<file path="config.mk">
export PLATFORM = sky130hd
export DESIGN_NAME = mux32_32x1
export DESIGN_NICKNAME = d
export VERILOG_FILES = /design/src/rtl/mux32_32x1.sv
export SDC_FILE = /design/constraint.sdc
export NUM_CORES = 1
export LEC_CHECK = 0
export CORE_AREA = 2 2 453 455
export CTS_CLUSTER_SIZE = 28
export DETAILED_ROUTE_END_ITERATION = 16
export DIE_AREA = 0 0 455 457
export PLACE_DENSITY = 0.37
export SETUP_SLACK_MARGIN = 0.3
export SLEW_MARGIN = 15
export SYNTH_ARGS = -nofsm -noshare
export SYNTH_HDL_FRONTEND = slang
export SYNTH_SLANG_ARGS = --single-unit
</file>
<file path="constraint.sdc">
create_clock -name CLK -period 5.95 [get_ports CLK]
set_input_delay 1.19 -clock CLK [delete_from_list [all_inputs] [get_ports CLK]]
set_output_delay 1.19 -clock CLK [all_outputs]
set_load 0.02 [all_outputs]
</file>
<file path="src/rtl/mux32_32x1.sv">
// rtl/mux32_32x1.sv - registered 32:1 word selector with 4:1, 8:1 and 16:1 taps
module mux32_32x1 #(
  parameter int WIDTH = 32
) (
  input  logic             CLK,
  input  logic             RST,
  input  logic [WIDTH-1:0] I0,
  input  logic [WIDTH-1:0] I1,
  input  logic [WIDTH-1:0] I2,
  input  logic [WIDTH-1:0] I3,
  input  logic [WIDTH-1:0] I4,
  input  logic [WIDTH-1:0] I5,
  input  logic [WIDTH-1:0] I6,
  input  logic [WIDTH-1:0] I7,
  input  logic [WIDTH-1:0] I8,
  input  logic [WIDTH-1:0] I9,
  input  logic [WIDTH-1:0] I10,
  input  logic [WIDTH-1:0] I11,
  input  logic [WIDTH-1:0] I12,
  input  logic [WIDTH-1:0] I13,
  input  logic [WIDTH-1:0] I14,
  input  logic [WIDTH-1:0] I15,
  input  logic [WIDTH-1:0] I16,
  input  logic [WIDTH-1:0] I17,
  input  logic [WIDTH-1:0] I18,
  input  logic [WIDTH-1:0] I19,
  input  logic [WIDTH-1:0] I20,
  input  logic [WIDTH-1:0] I21,
  input  logic [WIDTH-1:0] I22,
  input  logic [WIDTH-1:0] I23,
  input  logic [WIDTH-1:0] I24,
  input  logic [WIDTH-1:0] I25,
  input  logic [WIDTH-1:0] I26,
  input  logic [WIDTH-1:0] I27,
  input  logic [WIDTH-1:0] I28,
  input  logic [WIDTH-1:0] I29,
  input  logic [WIDTH-1:0] I30,
  input  logic [WIDTH-1:0] I31,
  input  logic [4:0]       S,
  output logic [WIDTH-1:0] Y_4x1,
  output logic [WIDTH-1:0] Y_8x1,
  output logic [WIDTH-1:0] Y_16x1,
  output logic [WIDTH-1:0] Y_32x1
);

  logic [WIDTH-1:0] in_w [32];
  logic [WIDTH-1:0] l1 [8];
  logic [WIDTH-1:0] l2 [4];
  logic [WIDTH-1:0] l3 [2];
  logic [WIDTH-1:0] l4;

  assign in_w[0]  = I0;
  assign in_w[1]  = I1;
  assign in_w[2]  = I2;
  assign in_w[3]  = I3;
  assign in_w[4]  = I4;
  assign in_w[5]  = I5;
  assign in_w[6]  = I6;
  assign in_w[7]  = I7;
  assign in_w[8]  = I8;
  assign in_w[9]  = I9;
  assign in_w[10] = I10;
  assign in_w[11] = I11;
  assign in_w[12] = I12;
  assign in_w[13] = I13;
  assign in_w[14] = I14;
  assign in_w[15] = I15;
  assign in_w[16] = I16;
  assign in_w[17] = I17;
  assign in_w[18] = I18;
  assign in_w[19] = I19;
  assign in_w[20] = I20;
  assign in_w[21] = I21;
  assign in_w[22] = I22;
  assign in_w[23] = I23;
  assign in_w[24] = I24;
  assign in_w[25] = I25;
  assign in_w[26] = I26;
  assign in_w[27] = I27;
  assign in_w[28] = I28;
  assign in_w[29] = I29;
  assign in_w[30] = I30;
  assign in_w[31] = I31;

  // Level 1: group g covers I[4g .. 4g+3], picked by S[1:0]
  for (genvar g = 0; g < 8; g++) begin : g_l1
    assign l1[g] = in_w[{3'(g), S[1:0]}];
  end

  for (genvar g = 0; g < 4; g++) begin : g_l2
    assign l2[g] = S[2] ? l1[2*g+1] : l1[2*g];
  end

  for (genvar g = 0; g < 2; g++) begin : g_l3
    assign l3[g] = S[3] ? l2[2*g+1] : l2[2*g];
  end

  assign l4 = S[4] ? l3[1] : l3[0];

  // Taps are the index-0 branch of each level, so they ignore higher select bits
  always_ff @(posedge CLK) begin
    if (RST) begin
      Y_4x1  <= '0;
      Y_8x1  <= '0;
      Y_16x1 <= '0;
      Y_32x1 <= '0;
    end else begin
      Y_4x1  <= l1[0];
      Y_8x1  <= l2[0];
      Y_16x1 <= l3[0];
      Y_32x1 <= l4;
    end
  end

endmodule

</file>
==> results of run 1 <==
## how the worst max path moves through the flow
stage                     from         end
after floorplan           S[1]  Y_32x1[11]
after global placement    S[0]  Y_16x1[16]
after detailed placement  S[0]  Y_16x1[20]
after CTS                 S[0]  Y_16x1[20]
after global routing      S[0]  Y_16x1[12]
final                     S[0]  Y_16x1[12]
## cell families (layout without fill, tap and decap cells)
logic type             count (synthesis)  in the layout
muxes                                337            337
AOI/OAI and AO/OA                    209            209
and+or+nand+nor                      140            140
DFF                                  128            128
buffers and inverters                119           1242
other                                  0             16
## cell usage in the layout (no fill, tap or decap), types with 2 or more instances in the layout
cell type,Yosys,routed
a211oi_1,49,43
o221ai_1,4,4
nor2_1,83,83
mux4_2,174,174
o221ai_2,28,28
inv_6,0,5
a221oi_2,30,30
o22ai_1,32,32
mux2_2,17,17
a21oi_2,4,4
and2_1,32,32
a221oi_1,2,2
or3_2,0,2
mux2i_1,113,113
nor2b_1,16,15
nor4b_4,0,2
a211oi_2,0,5
a22o_1,32,32
buf_12,4,5
clkdlybuf4s50_1,0,1153
a21oi_1,28,28
buf_8,0,2
clkbuf_16,0,17
inv_8,0,5
mux4_1,33,33
diode_2,0,16
buf_4,24,46
clkinvlp_4,0,3
dfxtp_1,128,128
## power by group through the flow
stage	clock network, W	logic (W)	registers (W)
5_1_grt	0.00126	0.00218	0.00101
6_report	0.00116	0.00208	0.00100
3_5_place_dp	0	0.00212	0.00102
2_1_floorplan	0	0.000609	0.00108
3_3_place_gp	0	0.00212	0.00103
4_1_cts	0.00124	0.00213	0.00100
## state kept, by name (all words and copies together), names as in the netlist
| register | cells |
|---|---|
| Y_32x1 | 32 |
| Y_16x1 | 32 |
| Y_4x1 | 32 |
| Y_8x1 | 32 |
## area by class of cell
| class | instances | share of cell area (%) |
|---|---|---|
| Tap cell | 2688 | 12.3 |
| Clock buffer | 17 | 1.55 |
| Timing Repair Buffer | 1208 | 43.9 |
| Multi-Input combinational cell | 686 | 32.2 |
| Antenna cell | 16 | 0.146 |
| Clock inverter | 15 | 0.616 |
| Inverter | 2 | 0.0274 |
| Sequential cell | 128 | 9.34 |
## metal layers
layer	global-route usage [%]	share of wire, %	routed length, um
met5	0	0.44	718
met1	17.5	39	63900
met2	25.4	48	77700
met3	6.55	11	17600
met4	2.67	1.7	2720
## cells in the mapped netlist, drive strengths merged (2+ instances only)
| cell | n |
|---|---|
| a211oi | 49 |
| mux2 | 17 |
| and2 | 32 |
| nor2 | 83 |
| a21oi | 32 |
| a221oi | 32 |
| nor2b | 16 |
| clkbuf | 45 |
| o22ai | 32 |
| or3 | 2 |
| dfxtp | 128 |
| mux2i | 113 |
| mux4 | 207 |
| a22o | 32 |
| buf | 72 |
| o221ai | 32 |
| nor4b | 2 |
## metrics by stage
stage | hold slack (ps) | util [%] | cells | power, W
after floorplan | 1470 | - | 933 | 0.00169
after global placement | 1680 | 13.1 | 4707 | 0.00315
after detailed placement | 1680 | 13.2 | 4712 | 0.00315
after CTS | 1100 | 13.5 | 4744 | 0.00437
after global routing | 1140 | 13.5 | 4751 | 0.00445
final | 1150 | 13.5 | 4760 | 0.00425
==> flow_summary_export.csv, run 1 <==
group,metric,value,unit
run_status,status,"finished clean",
final_layout,area_growth,128,%
power_and_ir_drop,peakVddDrop,233,uV
power_and_ir_drop,p_clk_share,27.4,%
run,max_cap_viol_count,0,
synth,synth_xor_xnor_area_share,0,%
synth,synth_ff_type,"dfxtp_1",
timing,slew_violations,0,
synth,synth_compound_area_share,16.2,%
worst_hold_path,min_path_cells,2,
synth,syn_area,12000,um2
cts,postCtsHoldBufs,0,
timing,setup_slack,2060,ps
critical_path,crit_required,6290,ps
worst_hold_path,min_from,"RST",
synth,ys_seq_elements,128,
critical_path,cp_top_family,"buffers and inverters",
synth,synth_cell_types,31,
critical_path,crit_type,"in -> reg",
final_layout,seq_area,2560,um2
final_layout,layout.nets,3074,
global_route,gr-total-overflow,0,
global_route,grt_pass1_vias,15709,
synth,synth_edf_count,0,
synth,synth-async-reset-ratio,0,%
critical_path,slowest_stage,"a21oi_1",
synth,synthSimpleGateAreaFrac,5.75,%
floorplanning,rows,166,
critical_path,worstPathMaxFanout,62,
synth,synth.area.mux_share,50.8,%
synth,synthAdderAreaFrac,0,%
critical_path,start_kind,"input pin",
synth,syn_area_per_cell,12.9,um2
cts,cts_setup_buffers,0,
power_and_ir_drop,p_per_area,155,nW/um2
power_and_ir_drop,p_switching,0.00160,W
timing,period_share,65.3,%
route,drtIter0Drc,1006,
route,viasPerCell,3.15,
worst_hold_path,min_path_type,"in -> reg",
place,dpl-instance-area,26800,um2
route,first_pass_iters,5,
cts,clock_path_buffers,2,
cts,path_clk_slew,70,ps
place,hpwl,147000,um
floorplanning,chipWidth,455,um
timing,final_hold_viol_count,0,
route,drt-total-wl,163000,um
place,gp_congestion,0.923,
synth,synth_top_cell_by_area,"mux4_2",
global_route,grt_max_degree,67,
worst_hold_path,holdPathEnd,"Y_16x1[17]",
floorplanning,dieArea,208000,um2
floorplanning,start_util,5.91,%
synth,ys_seq_area_share,21.3,%
floorplanning,die_h,457,um
timing,slew_headroom,23.7,%
route,drc,0,
floorplanning,io_pins,1159,
critical_path,end_kind,"flip-flop",
power_and_ir_drop,power_frac_comb,49.0,%
global_route,grtUsageTotal,15.0,%
timing,max_freq,257,MHz
final_layout,fill_cells,22885,
timing,min_period,3890,ps
cts,cts_resized,0,
cts,cts_buffers,17,
power_and_ir_drop,swShare,37.6,%
synth,synthTopCellsByArea,"mux4_2 (33%), dfxtp_1 (21%), mux2i_1 (9.4%), mux4_1 (7.2%), a221oi_2 (3.7%)",
floorplanning,core_area,203000,um2
global_route,antenna_found_initial,144,
power_and_ir_drop,p_int,0.00265,W
cts,cts_tree,"built",
critical_path,cp_data_arrival_time,4220,ps
global_route,grt_pass1_wl,195000,um
route,ant_nets,0,
timing,tns,0,ps
cts,htreeDepth,4,
place,io_buffers,1158,
timing,grt_setup_unrepaired,"no",
synth,yosysTopAreaCellShare,32.6,%
final_layout,multiInputGateArea,8820,um2
cts,root_buffer,"clkbuf_16",
route,vias,15008,
route,wire_per_inst,34.2,um
power_and_ir_drop,p_seq_share,23.6,%
synth,syn_inst,933,
final_layout,layout-drive-gt1-share,17.2,%
critical_path,max_stage_delay,880,ps
power_and_ir_drop,power.leakage,9.11,nW
place,dp_slack,1330,ps
critical_path,path_depth,6,
critical_path,cp_cell_sequence,"buf_8 -> buf_12 -> buf_4 -> mux4_2 -> a21oi_1 -> a211oi_1",
final_layout,final_cell_area,27400,um2
critical_path,critical_path_buf_inv_count,3,
cts,cts_sinks,128,
timing,report.final.setup_viol,0,
synth,synth_nets,1964,
synth,yosys_warnings,0,
synth,synth_top_family_by_area,"multiplexers",
timing,tightest_slew,1140,ps
Power figures use the tool's default switching activity.
==> inputs of run 2 (changes only) <==
CORE_AREA = 2 2 450 452   (was 2 2 453 455)
DIE_AREA = 0 0 452 454   (was 0 0 455 457)
PLACE_DENSITY = 0.38   (was 0.37)
clock period = 3.2 ns   (was 5.95 ns; I/O delays follow)
==> flow_summary_export.csv, run 2 (same netlist as run 1, synthesis figures left out) <==
group,metric,value,unit
floorplanning,chipWidth,452,um
final_layout,fill_cells,22541,
floorplanning,rows,165,
route,ant_nets,0,
power_and_ir_drop,peakVddDrop,314,uV
cts,htreeDepth,4,
critical_path,end_kind,"flip-flop",
cts,cts_buffers,17,
critical_path,max_stage_delay,570,ps
cts,path_clk_slew,80,ps
route,drc,0,
cts,cts_setup_buffers,0,
route,drt-total-wl,161000,um
timing,max_freq,368,MHz
place,io_buffers,1158,
final_layout,area_growth,138,%
route,vias,15368,
critical_path,crit_type,"in -> reg",
critical_path,crit_required,3550,ps
final_layout,layout.nets,3195,
cts,cts_resized,0,
power_and_ir_drop,power.total,0.00830,W
critical_path,startpoint,"S[0]",
place,hpwl,146000,um
critical_path,path_depth,7,
floorplanning,io_pins,1159,
timing,report.final.setup_viol,0,
global_route,grt_max_degree,97,
place,gp_congestion,0.873,
timing,slew_headroom,42.6,%
place,dp_slack,-230,ps
global_route,grt_pass1_vias,16048,
timing,tns,0,ps
power_and_ir_drop,power.leakage,9.80,nW
timing,tightest_slew,856,ps
critical_path,worstPathMaxFanout,18,
final_layout,layout-drive-gt1-share,21.7,%
global_route,gr-total-overflow,0,
cts,cts_sinks,128,
timing,setup_slack,482,ps
timing,min_period,2720,ps
global_route,antenna_found_initial,134,
timing,grt_setup_unrepaired,"no",
final_layout,seq_area,2560,um2
route,first_pass_iters,5,
place,dp.cells,4817,
cts,root_buffer,"clkbuf_16",
floorplanning,die_h,454,um
route,viasPerCell,3.15,
global_route,grt_pass1_wl,195000,um
global_route,grtUsageTotal,15.1,%
cts,postCtsHoldBufs,0,
critical_path,worstSetupEndpoint,"Y_32x1[1]",
critical_path,cp_top_family,"compound AO/OA/AOI/OAI gates",
critical_path,start_kind,"input pin",
floorplanning,dieArea,205000,um2
route,wire_per_inst,33.1,um
route,drtIter0Drc,1043,
final_layout,multiInputGateArea,8800,um2
floorplanning,core_area,201000,um2
final_layout,stdcell_count,4875,
power_and_ir_drop,p_per_area,290,nW/um2
run_status,status,"finished clean",
critical_path,slowest_stage,"a221oi_2",
final_layout,final_common_cell,"clkdlybuf4s50_1",
critical_path,cp_data_arrival_time,3070,ps
critical_path,cp_cell_sequence,"buf_8 -> buf_12 -> buf_4 -> mux4_2 -> a22o_1 -> a221oi_2 -> o221ai_1",
timing,final_hold_viol_count,0,
timing,period_share,84.9,%
critical_path,critical_path_buf_inv_count,3,
timing,slew_violations,0,
cts,cts_tree,"built",
cts,clock_path_buffers,2,
worst_hold_path,min_path_type,"in -> reg",
final_layout,final_cell_mix,"clkdlybuf4s50_1 (1153), mux4_2 (174), buf_4 (148)",
run,max_cap_viol_count,0,
floorplanning,start_util,5.98,%
run 2: worst min-delay path by stage:
stage,start,to,slack (ps),cells after the start
6_report,S[1],Y_4x1[2],770,3
5_1_grt,S[1],Y_4x1[6],770,3
4_1_cts,S[1],Y_4x1[2],700,3
3_5_place_dp,S[1],Y_4x1[2],1290,3
3_3_place_gp,S[1],Y_4x1[2],1280,3
2_1_floorplan,I0[14],Y_4x1[14],920,4
run 2: power by group:
part           switching, W  internal [W]  leakage [nW]
logic               0.00185       0.00227          8.43
clock network       0.00111       0.00125         0.300
registers         0.0000851       0.00175          1.06
run 2: layout make-up:
class / count / area share, %
multi-input cells: 686 / 30.8
flip-flops and latches: 128 / 8.96
well taps: 2672 / 11.7
diodes: 26 / 0.228
clock buffers: 17 / 1.49
repair buffers: 1329 / 46.1
clock inverters: 15 / 0.691
inverters: 2 / 0.0263
run 2: layer usage:
| layer | up-vias | routed length (um) | GRT usage [%] |
|---|---|---|---|
| met2 | 853 | 77000 | 25.1 |
| li1 | 6469 | - | - |
| met3 | 218 | 12500 | 4.78 |
| met5 | - | 321 | 0 |
| met1 | 7772 | 68400 | 19.0 |
| met4 | 56 | 2930 | 2.80 |
run 2: metrics by stage:
stage | instance area, um2 | util [%] | hold slack, ps
floorplan | 12000 | - | 916
global placement | 27900 | 13.9 | 1280
detailed placement | 27900 | 13.9 | 1290
CTS | 28500 | 14.2 | 704
global route | 28600 | 14.2 | 769
finish | 28600 | 14.2 | 765
==> inputs of run 3 (changes only) <==
CORE_AREA = 2 2 454 456   (was 2 2 450 452)
DIE_AREA = 0 0 456 458   (was 0 0 452 454)
PLACE_DENSITY = 0.37   (was 0.38)
clock period = 2.6 ns   (was 3.2 ns; I/O delays follow)
==> flow_summary_export.csv, run 3 (same netlist as run 1, synthesis figures left out) <==
group,metric,value,unit
route,viasPerCell,3.19,
run,max_cap_viol_count,0,
critical_path,crit_required,2920,ps
cts,postCtsHoldBufs,0,
final_layout,final_cell_mix,"clkdlybuf4s50_1 (1135), buf_4 (237), mux4_2 (177)",
final_layout,stdcell_count,4982,
power_and_ir_drop,p_seq_share,22.0,%
power_and_ir_drop,p_int,0.00651,W
final_layout,area_growth,147,%
timing,final_hold_viol_count,0,
global_route,gr-total-overflow,0,
route,drt-total-wl,163000,um
timing,tightest_slew,664,ps
power_and_ir_drop,power_frac_comb,52.0,%
global_route,grt_pass1_wl,199000,um
cts,cts_sinks,128,
timing,worst_hold_slack,711,ps
place,dp_slack,-667,ps
critical_path,cp_data_arrival_time,2620,ps
critical_path,start_kind,"input pin",
floorplanning,chipWidth,456,um
cts,htreeDepth,4,
timing,grt_setup_unrepaired,"no",
timing,slew_headroom,55.6,%
power_and_ir_drop,peakVddDrop,340,uV
worst_hold_path,min_path_type,"in -> reg",
power_and_ir_drop,swShare,37.0,%
route,wire_per_inst,32.8,um
floorplanning,io_pins,1159,
route,drtIter0Drc,1063,
final_layout,layout.nets,3296,
cts,cts_buffers,17,
power_and_ir_drop,p_per_area,348,nW/um2
place,gp_congestion,0.980,
route,vias,15892,
critical_path,end_kind,"flip-flop",
global_route,grt_max_degree,56,
worst_hold_path,holdPathEnd,"Y_4x1[0]",
power_and_ir_drop,power.leakage,10.4,nW
power_and_ir_drop,p_switching,0.00382,W
floorplanning,dieArea,209000,um2
timing,slew_violations,0,
timing,period_share,88.2,%
final_layout,layout-drive-gt1-share,26.0,%
floorplanning,core_area,204000,um2
global_route,grt_pass1_vias,16638,
floorplanning,die_h,458,um
global_route,grtUsageTotal,15.0,%
cts,root_buffer,"clkbuf_16",
final_layout,final_common_cell,"clkdlybuf4s50_1",
cts,clock_path_buffers,2,
critical_path,worstPathMaxFanout,13,
floorplanning,rows,166,
route,first_pass_iters,5,
worst_hold_path,min_from,"RST",
place,dp.cells,4929,
cts,cts_tree,"built",
power_and_ir_drop,power.total,0.0103,W
timing,min_period,2290,ps
route,drc,0,
route,ant_nets,0,
place,io_buffers,1158,
timing,max_freq,436,MHz
global_route,antenna_found_initial,128,
run_status,status,"finished clean",
floorplanning,start_util,5.90,%
timing,report.final.setup_viol,0,
timing,setup_slack,307,ps
timing,tns,0,ps
power_and_ir_drop,p_clk_share,26.0,%
critical_path,crit_type,"in -> reg",
cts,path_clk_slew,80,ps
place,hpwl,150000,um
worst_hold_path,min_path_cells,3,
==> run 3: cell count changes in the layout (fill, tap and decap cells not counted), moves of 9 or more <==
cell and change:
clkdlybuf4s50_1 -18, buf_4 +89, a221oi_2 -10, diode_2 -10, a221oi_4 +9, buf_12 +21
==> run 3: per-stage QoR <==
step | cell area, um2 | util, %
after floorplan | 12000 | -
after global placement | 28900 | 14.2
after detailed placement | 28900 | 14.2
after CTS | 29500 | 14.5
after global routing | 29700 | 14.6
final | 29700 | 14.6
==> run 3: per-layer routing <==
layer / GRT usage, % / share of wire (%) / up-vias
met5: 0 / 0.29 / -
met4: 2.31 / 1.5 / 74
met3: 4.41 / 7.5 / 226
met2: 26.0 / 49 / 908
met1: 18.6 / 42 / 8023
li1: - / - / 6661
==> run 3: area by class of cell <==
cell class | count | area [um2]
fillers | 22813 | 174000
diodes | 16 | 40.0
repair buffers | 1430 | 14200
clock inverters | 14 | 146
well taps | 2688 | 3360
multi-input cells | 686 | 8910
flip-flops and latches | 128 | 2570
clock buffers | 18 | 439
inverters | 2 | 7.51
==> run 3: how the worst max path moves through the flow <==
stage          startpoint         end  slack, ps  cells past startpoint
2_1_floorplan        S[1]  Y_32x1[11]        400                      7
6_report             S[0]   Y_32x1[8]        310                      6
4_1_cts              S[0]   Y_32x1[8]        210                      6
3_3_place_gp         S[0]   Y_32x1[8]       -630                      6
5_1_grt              S[1]  Y_32x1[17]        310                     10
3_5_place_dp         S[0]   Y_32x1[8]       -670                      6
==> run 3: power groups by stage <==
stage / combinational, W / clock, W / sequential, W
6_report: 0.00537 / 0.00269 / 0.00227
5_1_grt: 0.00562 / 0.00286 / 0.00229
4_1_cts: 0.00545 / 0.00287 / 0.00228
3_5_place_dp: 0.00541 / 0 / 0.00232
3_3_place_gp: 0.00544 / 0 / 0.00233
2_1_floorplan: 0.00139 / 0 / 0.00248
==> run 3: critical path, stage by stage <==
cell and delay, ps:
buf_12 150, buf_6 230, mux4_2 610, a22o_4 300, a221oi_4 520, o221ai_2 220
==> run 3: what timing repair did <==
item	4_1_cts	5_1_grt
pin swaps	1	1
resized for setup	19	13
hold endpoints to repair	0	0
gates cloned	0	0
buffers inserted	0	5
setup endpoints to repair	19	10
